## src/rtl/fifo_pkg.sv

```systemverilog
// Shared FIFO definitions: read latency, skid depth and the skid-buffer occupancy encoding.
package fifo_pkg;

    localparam int FIFO_RD_LATENCY = 1;
    localparam int SKID_DEPTH      = 2;

    typedef enum logic [1:0] {
        OCC_EMPTY = 2'd0,
        OCC_ONE   = 2'd1,
        OCC_TWO   = 2'd2
    } occ_e;

    // Occupancy as a word count, for credit arithmetic.
    function automatic logic [1:0] occ_words(input occ_e s);
        return s;
    endfunction

endpackage

```

## src/rtl/skid_buf_2.sv

```systemverilog
// Two-entry register skid buffer: head feeds the stream output, tail absorbs the one
// word that can arrive while the head is stalled.
module skid_buf_2
    import fifo_pkg::*;
#(
    parameter int DATA_WIDTH = 1
) (
    input  logic                  r_clk,
    input  logic                  rst,
    input  logic                  push,
    input  logic                  pop,
    input  logic [DATA_WIDTH-1:0] din,
    output logic [DATA_WIDTH-1:0] head,
    output occ_e                  occ
);

    logic [DATA_WIDTH-1:0] tail;

    always_ff @(posedge r_clk) begin
        if (rst) begin
            occ  <= OCC_EMPTY;
            head <= '0;
            tail <= '0;
        end else begin
            case (occ)
                OCC_EMPTY: begin
                    if (push) begin
                        head <= din;
                        occ  <= OCC_ONE;
                    end
                end
                OCC_ONE: begin
                    case ({push, pop})
                        2'b10: begin
                            tail <= din;
                            occ  <= OCC_TWO;
                        end
                        2'b01: occ  <= OCC_EMPTY;
                        2'b11: head <= din;  // just-popped head refilled directly
                        default: ;
                    endcase
                end
                OCC_TWO: begin
                    if (pop) begin
                        head <= tail;
                        if (push) tail <= din;
                        else      occ  <= OCC_ONE;
                    end
                end
                default: occ <= OCC_EMPTY;
            endcase
        end
    end

endmodule

```

## src/rtl/fifo_stream_reader.sv

```systemverilog
// Read-side front end for the BRAM FIFO: issues fifo_re on credit and presents a bubble-free
// valid/ready stream. Define FIFO_STREAM_READER_CNT_EN to add the rd_count output.
module fifo_stream_reader
    import fifo_pkg::*;
#(
    parameter int DATA_WIDTH = 1
) (
    input  logic                  r_clk,
    input  logic                  rst,
    input  logic                  fifo_empty,
    input  logic [DATA_WIDTH-1:0] fifo_q,
    output logic                  fifo_re,
    output logic [DATA_WIDTH-1:0] m_data,
    output logic                  m_valid,
    input  logic                  m_ready
`ifdef FIFO_STREAM_READER_CNT_EN
    ,
    output logic [15:0]           rd_count
`endif
);

    occ_e       occ;
    logic       inflight;
    logic       pop;
    logic [2:0] credit;

    assign m_valid = (occ != OCC_EMPTY);
    assign pop     = m_valid & m_ready;

    // Slots committed next cycle; pop only happens with occ >= 1, so this never underflows.
    assign credit  = {1'b0, occ_words(occ)} + {2'b00, inflight} - {2'b00, pop};
    assign fifo_re = ~rst & ~fifo_empty & (credit < 3'(SKID_DEPTH));

    always_ff @(posedge r_clk) begin
        if (rst) inflight <= 1'b0;
        else     inflight <= fifo_re;
    end

    skid_buf_2 #(
        .DATA_WIDTH(DATA_WIDTH)
    ) u_skid (
        .r_clk(r_clk),
        .rst  (rst),
        .push (inflight),
        .pop  (pop),
        .din  (fifo_q),
        .head (m_data),
        .occ  (occ)
    );

`ifdef FIFO_STREAM_READER_CNT_EN
    always_ff @(posedge r_clk) begin
        if (rst)      rd_count <= '0;
        else if (pop) rd_count <= rd_count + 16'd1;
    end
`endif

endmodule

```

## config.mk

```make
export PLATFORM = sky130hd
export DESIGN_NAME = fifo_stream_reader
export DESIGN_NICKNAME = d
export VERILOG_FILES = /design/src/rtl/fifo_pkg.sv /design/src/rtl/skid_buf_2.sv /design/src/rtl/fifo_stream_reader.sv
export SDC_FILE = /design/constraint.sdc
export NUM_CORES = 1
export LEC_CHECK = 0
export CAP_MARGIN = 20
export CORE_AREA = 4 4 41 43
export DETAILED_ROUTE_END_ITERATION = 10
export DIE_AREA = 0 0 45 47
export HOLD_SLACK_MARGIN = 0.06
export PLACE_DENSITY = 0.58
export SETUP_SLACK_MARGIN = 0.5
export SKIP_LAST_GASP = 1
export SYNTH_ARGS = -nofsm -noshare
export SYNTH_HDL_FRONTEND = slang
export SYNTH_HIERARCHICAL = 1
export SYNTH_SLANG_ARGS = --single-unit
```

## constraint.sdc

```tcl
create_clock -name r_clk -period 2.95 [get_ports r_clk]
set_input_delay 0.885 -clock r_clk [delete_from_list [all_inputs] [get_ports r_clk]]
set_output_delay 0.885 -clock r_clk [all_outputs]
set_load 0.05 [all_outputs]
```

Yosys cells after proc, flatten, opt, wreduce, memory -nomap -nowiden
Index checks and enable logic that the tools add are counted.

$add $sub $neg: 2. Magnitude comparators: 1. Eq/ne operators: 12. Multiplexer cells: 12. Bitwise operators: 5. Reduce and logical (&&, ||, !) cells: 7.

Operators by type and width (number): 4-bit AND reduction (3); 2-bit != test, second input constant (5); 2-bit == test, second input constant (3); 2-bit two-way mux (3); 2-bit case mux with 3 select lines (1); 1-bit two-way mux (5); 2-bit by 1-bit == test with 1-bit output, second input constant (2); 2-bit case mux with 2 select lines (1); 2-bit nonzero test (2); 2-bit by 1-bit adder with 3-bit output (1); 1-bit bitwise AND (3); 3-bit by 2-bit less-than comparator with 1-bit output, second input constant (1); 3-bit by 2-bit != test with 1-bit output, second input constant (1); 1-bit case mux with 3 select lines (1); 3-bit nonzero test (1); 3-bit by 1-bit subtractor with 3-bit output (1); 2-bit zero test (1); 2-bit by 1-bit != test with 1-bit output, second input constant (1); 1-bit inverter (2); 1-bit case mux with 2 select lines (1).

Bits in registers: 5. Bits of input ports: 5. Output and inout port bits: 3. Word-level logic and storage cells: 43.

Depth between registers and ports, before layout
Depth in word-level cells: 5. Mapped depth: 7. Mapped depth without buffers: 7.

By module
The synthesis kept the hierarchy.

By module, submodules not included: skid_buf_2 (times used 1, cells each 27, area an instance 246.5 µm², seq. area each 80.1 µm²); fifo_stream_reader (times used 1, cells each 10, area an instance 101.3 µm², seq. area each 20.0 µm²).

Worst setup path after synthesis
OpenSTA, ideal clock, no wires.

Path type: register to output. Start point: register u_skid.occ[1]. End point: output fifo_re. Arrival time: 3.759 ns. Required time: 2.065 ns. Path slack: -1.694 ns. Cell stages (with the launch flop): 8. Buffers on the path: 0. Cell sequence: dfxtp_1 > or2_1 > and2_1 > ha_1 > nand2b_1 > fa_1 > xor2_1 > nor4b_1.

Cells in the longest elaborated chain, start to end: 5. Elaborated cells between the ends (all ways): 6. Those cells by class: add/sub: 2; order compare: 1; bitwise: 2; reduce/logical: 1.

Ends and longest elaborated chain: from (decl) (RTL line skid_buf_2.sv:14) `output occ_e occ`; from (signal assigned) (RTL line skid_buf_2.sv:21) `occ <= OCC_EMPTY;`; from (signal assigned) (RTL line skid_buf_2.sv:29) `occ <= OCC_ONE;`; from (signal assigned) (RTL line skid_buf_2.sv:36) `occ <= OCC_TWO;`; 2-bit nonzero test (RTL line fifo_stream_reader.sv:27) `assign m_valid = (occ != OCC_EMPTY);`; via m_valid (RTL line fifo_stream_reader.sv:14) `output logic m_valid,`; 1-bit bitwise AND (RTL line fifo_stream_reader.sv:28) `assign pop = m_valid & m_ready;`; via pop (RTL line fifo_stream_reader.sv:24) `logic pop;`; 3-bit by 1-bit subtractor with 3-bit output (RTL line fifo_stream_reader.sv:31) `assign credit = {1'b0, occ_words(occ)} + {2'b00, inflight} - {2'b00, pop};`; 3-bit by 2-bit less-than comparator with 1-bit output (RTL line fifo_stream_reader.sv:32) `assign fifo_re = ~rst & ~fifo_empty & (credit < 3'(SKID_DEPTH));`; 1-bit bitwise AND (RTL line fifo_stream_reader.sv:32); to (decl) (RTL line fifo_stream_reader.sv:12) `output logic fifo_re,`.

The timed path passes the listed nets, and every way through them passes these cells.

Final worst setup path
Start point: input m_ready. End point: output fifo_re.

Cells in the longest elaborated chain, start to end: 4.

Ends and longest elaborated chain: from (decl) (RTL line fifo_stream_reader.sv:15) `input logic m_ready`; 1-bit bitwise AND (RTL line fifo_stream_reader.sv:28); via pop (RTL line fifo_stream_reader.sv:24); 3-bit by 1-bit subtractor with 3-bit output (RTL line fifo_stream_reader.sv:31); 3-bit by 2-bit less-than comparator with 1-bit output (RTL line fifo_stream_reader.sv:32); 1-bit bitwise AND (RTL line fifo_stream_reader.sv:32).

The timed path passes the listed nets, and every way through them passes these cells.

==> flow_summary.yaml <==
outcome:
  status: "finished with violations"
  violations: "setup timing"
placed_design:
  dp_cells: 64
  portBuffers: 7
  place_congestion: 0.6286
  place_worst_setup_slack_ps: -801.5
  hpwlAfterDp_um: 593.3
worst_setup_path:
  crit_slowest_cell: "fa_2"
  cpPeakStageDelay_ps: 340
  cp.arrival_ps: 2430
  setup.worst_path.end_class: "output pin"
  required_ps: 2070
  crit_family: "simple AND/OR/NAND/NOR gates"
  cp_max_fo: 2
  worstPathCellList: "buf_2, and2_4, ha_4, nand2b_4, fa_2, xor2_2, nor4b_4, buf_12"
  crit_buf_inv: 2
  start_kind: "input port"
  critPathKind: "in2out"
clock_network:
  htree_levels: 1
  root_buffer: "clkbuf_4"
  cts_buffers: 3
  cts.clk_slew.worst_paths_ps: 40
  max-clock-path-buffers: 2
  tritoncts: "yes"
  clock-sinks: 5
  clk_latency_ps: 230
sta:
  finalMaxSlewViolations: 0
  slew_headroom_pct: 67.21
  layout_min_cycle_time_ps: 3315
  setup_slack_ps: -365.4
  setup_violations: 1
  tightest_slew_ps: 490.3
  skew_ps: 0.1414
  rsz0062_at_grt: "true"
  fmax_ghz: 0.3016
  fin_crit_sh_pct: 112.4
  final-hold-violation-count: 0
floorplanning:
  initial_core_util_pct: 26.73
  die-width_um: 45
  rows: 13
  core_mm2: 0.001301
  die-area_mm2: 0.002115
  io_pins: 8
  fp.dieH_um: 47
pwr:
  ir_drop_mv: 0.2514
  power_density_mw_per_mm2: 485.1
  total_leakage_power_uw: 0.0002536
detailed_routing:
  drtPass1Iterations: 2
  vias: 326
  drt_iter0_markers: 1
  remaining_drc_errors: 0
  wl_per_cell_um: 10.32
  viasPerCell: 4.725
  wirelength_um: 712
  route.antenna.remaining_nets: 0
synthesis:
  yosysSeqAreaShare_pct: 28.78
  yosysTopAreaCell: "dfxtp_1"
  synth_top_area_share_pct: 28.78
  synth_common_cells: "dfxtp_1 (5), nand2b_1 (5)"
  synthesis.area_um2: 347.8
  syn-instance-count: 37
  syn_nets: 44
  ys_warn_count: 6
  async_flop_share_pct: 0
  synth_ff_type: "dfxtp_1"
  yosysUniqueCellTypes: 25
  synth.avg_cell_area_um2: 9.401
  synth_area_leaders: "dfxtp_1 (29%), nand2b_1 (9.0%), fa_1 (5.8%)"
  ys_ff_latch: 5
  synth_edf_count: 0
grt:
  grt_remaining_overflow: 0
  grtUsageMet2_pct: 13.56
  track_usage_pct: 8.782
  grt_max_degree: 10
  antenna_found_initial: 0
  grt_pass1_vias: 341
  grt.busiest_layer: "met2"
  grt.met3_usage_pct: 1.149
  grt_pass1_wl_mm: 1.331
  met1_usage_pct: 10.96
layout:
  instances_no_fill: 69
  syn_to_final_growth_pct: 61.87
  layout-drive-gt1-share_pct: 35.19
  nets: 62
  fill_cells: 146
  final-seq-area_um2: 100.1
  diodes: 0
  multiInputGateArea_um2: 294.0
job:
  cap_violations: 0
hold_path:
  hp-class: "reg2reg"
==> sequential cells by signal, indices dropped and copies added, names as in the netlist <==
name / count
u_skid/occ: 2
inflight: 1
u_skid/head: 1
u_skid/tail: 1
==> metrics by stage <==
stage | setup TNS (ps) | power [µW] | util (%) | area (µm²) | hold slack [ps]
5_1_grt | -442.0 | 294.1 | 43.27 | 563.0 | 508.7
3_5_place_dp | -801.5 | 197.2 | 41.06 | 534.3 | 476.5
6_report | -365.4 | 273.1 | 43.27 | 563.0 | 476.9
2_1_floorplan | -519.8 | 156.1 | - | 397.9 | 450.6
3_3_place_gp | -789.8 | 197.1 | 41.06 | 534.3 | 464.1
4_1_cts | -375.9 | 279.7 | 43.27 | 563.0 | 482.3
==> layout by cell type, fill, tap and decap left out, types with 2 or more instances in the layout <==
cell             count
dfxtp_1              5
buf_4                6
a21oi_1              2
mux2i_1              2
clkdlybuf4s50_1      5
nand2b_1             4
clkbuf_4             3
nor2b_1              2
==> path summary, 6_finish.rpt <==
| kind | slack (ps) | to | from | depth (start not counted) |
|---|---|---|---|---|
| worst max-delay path | -370 | fifo_re | m_ready | 8 |
| worst min-delay path | 480 | u_skid/tail | u_skid/tail | 2 |
| worst max register to register | 970 | inflight | u_skid/occ[0] | 8 |
| worst min register to register | 480 | u_skid/tail | u_skid/tail | 2 |
==> metal layers <==
layer | wire length, µm | vias up
li1 | - | 168
met1 | 328 | 150
met2 | 346 | 6
met3 | 34 | 2
met4 | 4 | 0
met5 | 0 | -
==> what timing repair did <==
action / 4_1_cts / 5_1_grt
endpoints found under the setup margin: 1 / 1
pin swaps: 3 / 0
hold buffers: 0 / 0
setup buffers: 1 / 0
gates resized for setup: 3 / 0
==> power breakdown <==
part,internal (µW),switching [µW],leakage [µW]
Combinational,61.7,58.0,0.000198
Sequential,74.3,3.34,0.0000409
Clock,50.9,24.9,0.0000150
Total,187,86.2,0.000254
==> area by class of cell <==
class | count | share of cell area (%)
flip-flops and latches | 5 | 17.78
inverters | 1 | 0.6667
clock buffers | 4 | 4.667
multi-input cells | 31 | 52.22
well taps | 15 | 3.333
repair buffers | 13 | 21.33
==> cell families after synthesis <==
family                   synth area share (%)
AND/OR/NAND/NOR                         34.90
AO/OA/AOI/OAI                           17.63
flip-flops                              28.78
multiplexers                            5.756
adder cells (fa/ha/maj)                 9.352
XOR/XNOR                                2.518
buffers and inverters                   1.078
==> tightest hold or removal path, delay by kind of cell (launching register included) <==
| family | cells | cell delay [ps] |
|---|---|---|
| flip-flops | 1 | 300 |
| AND/OR/NAND/NOR | 1 | 60 |
| multiplexers | 1 | 60 |
No activity file was read; power rests on OpenSTA's default activity.
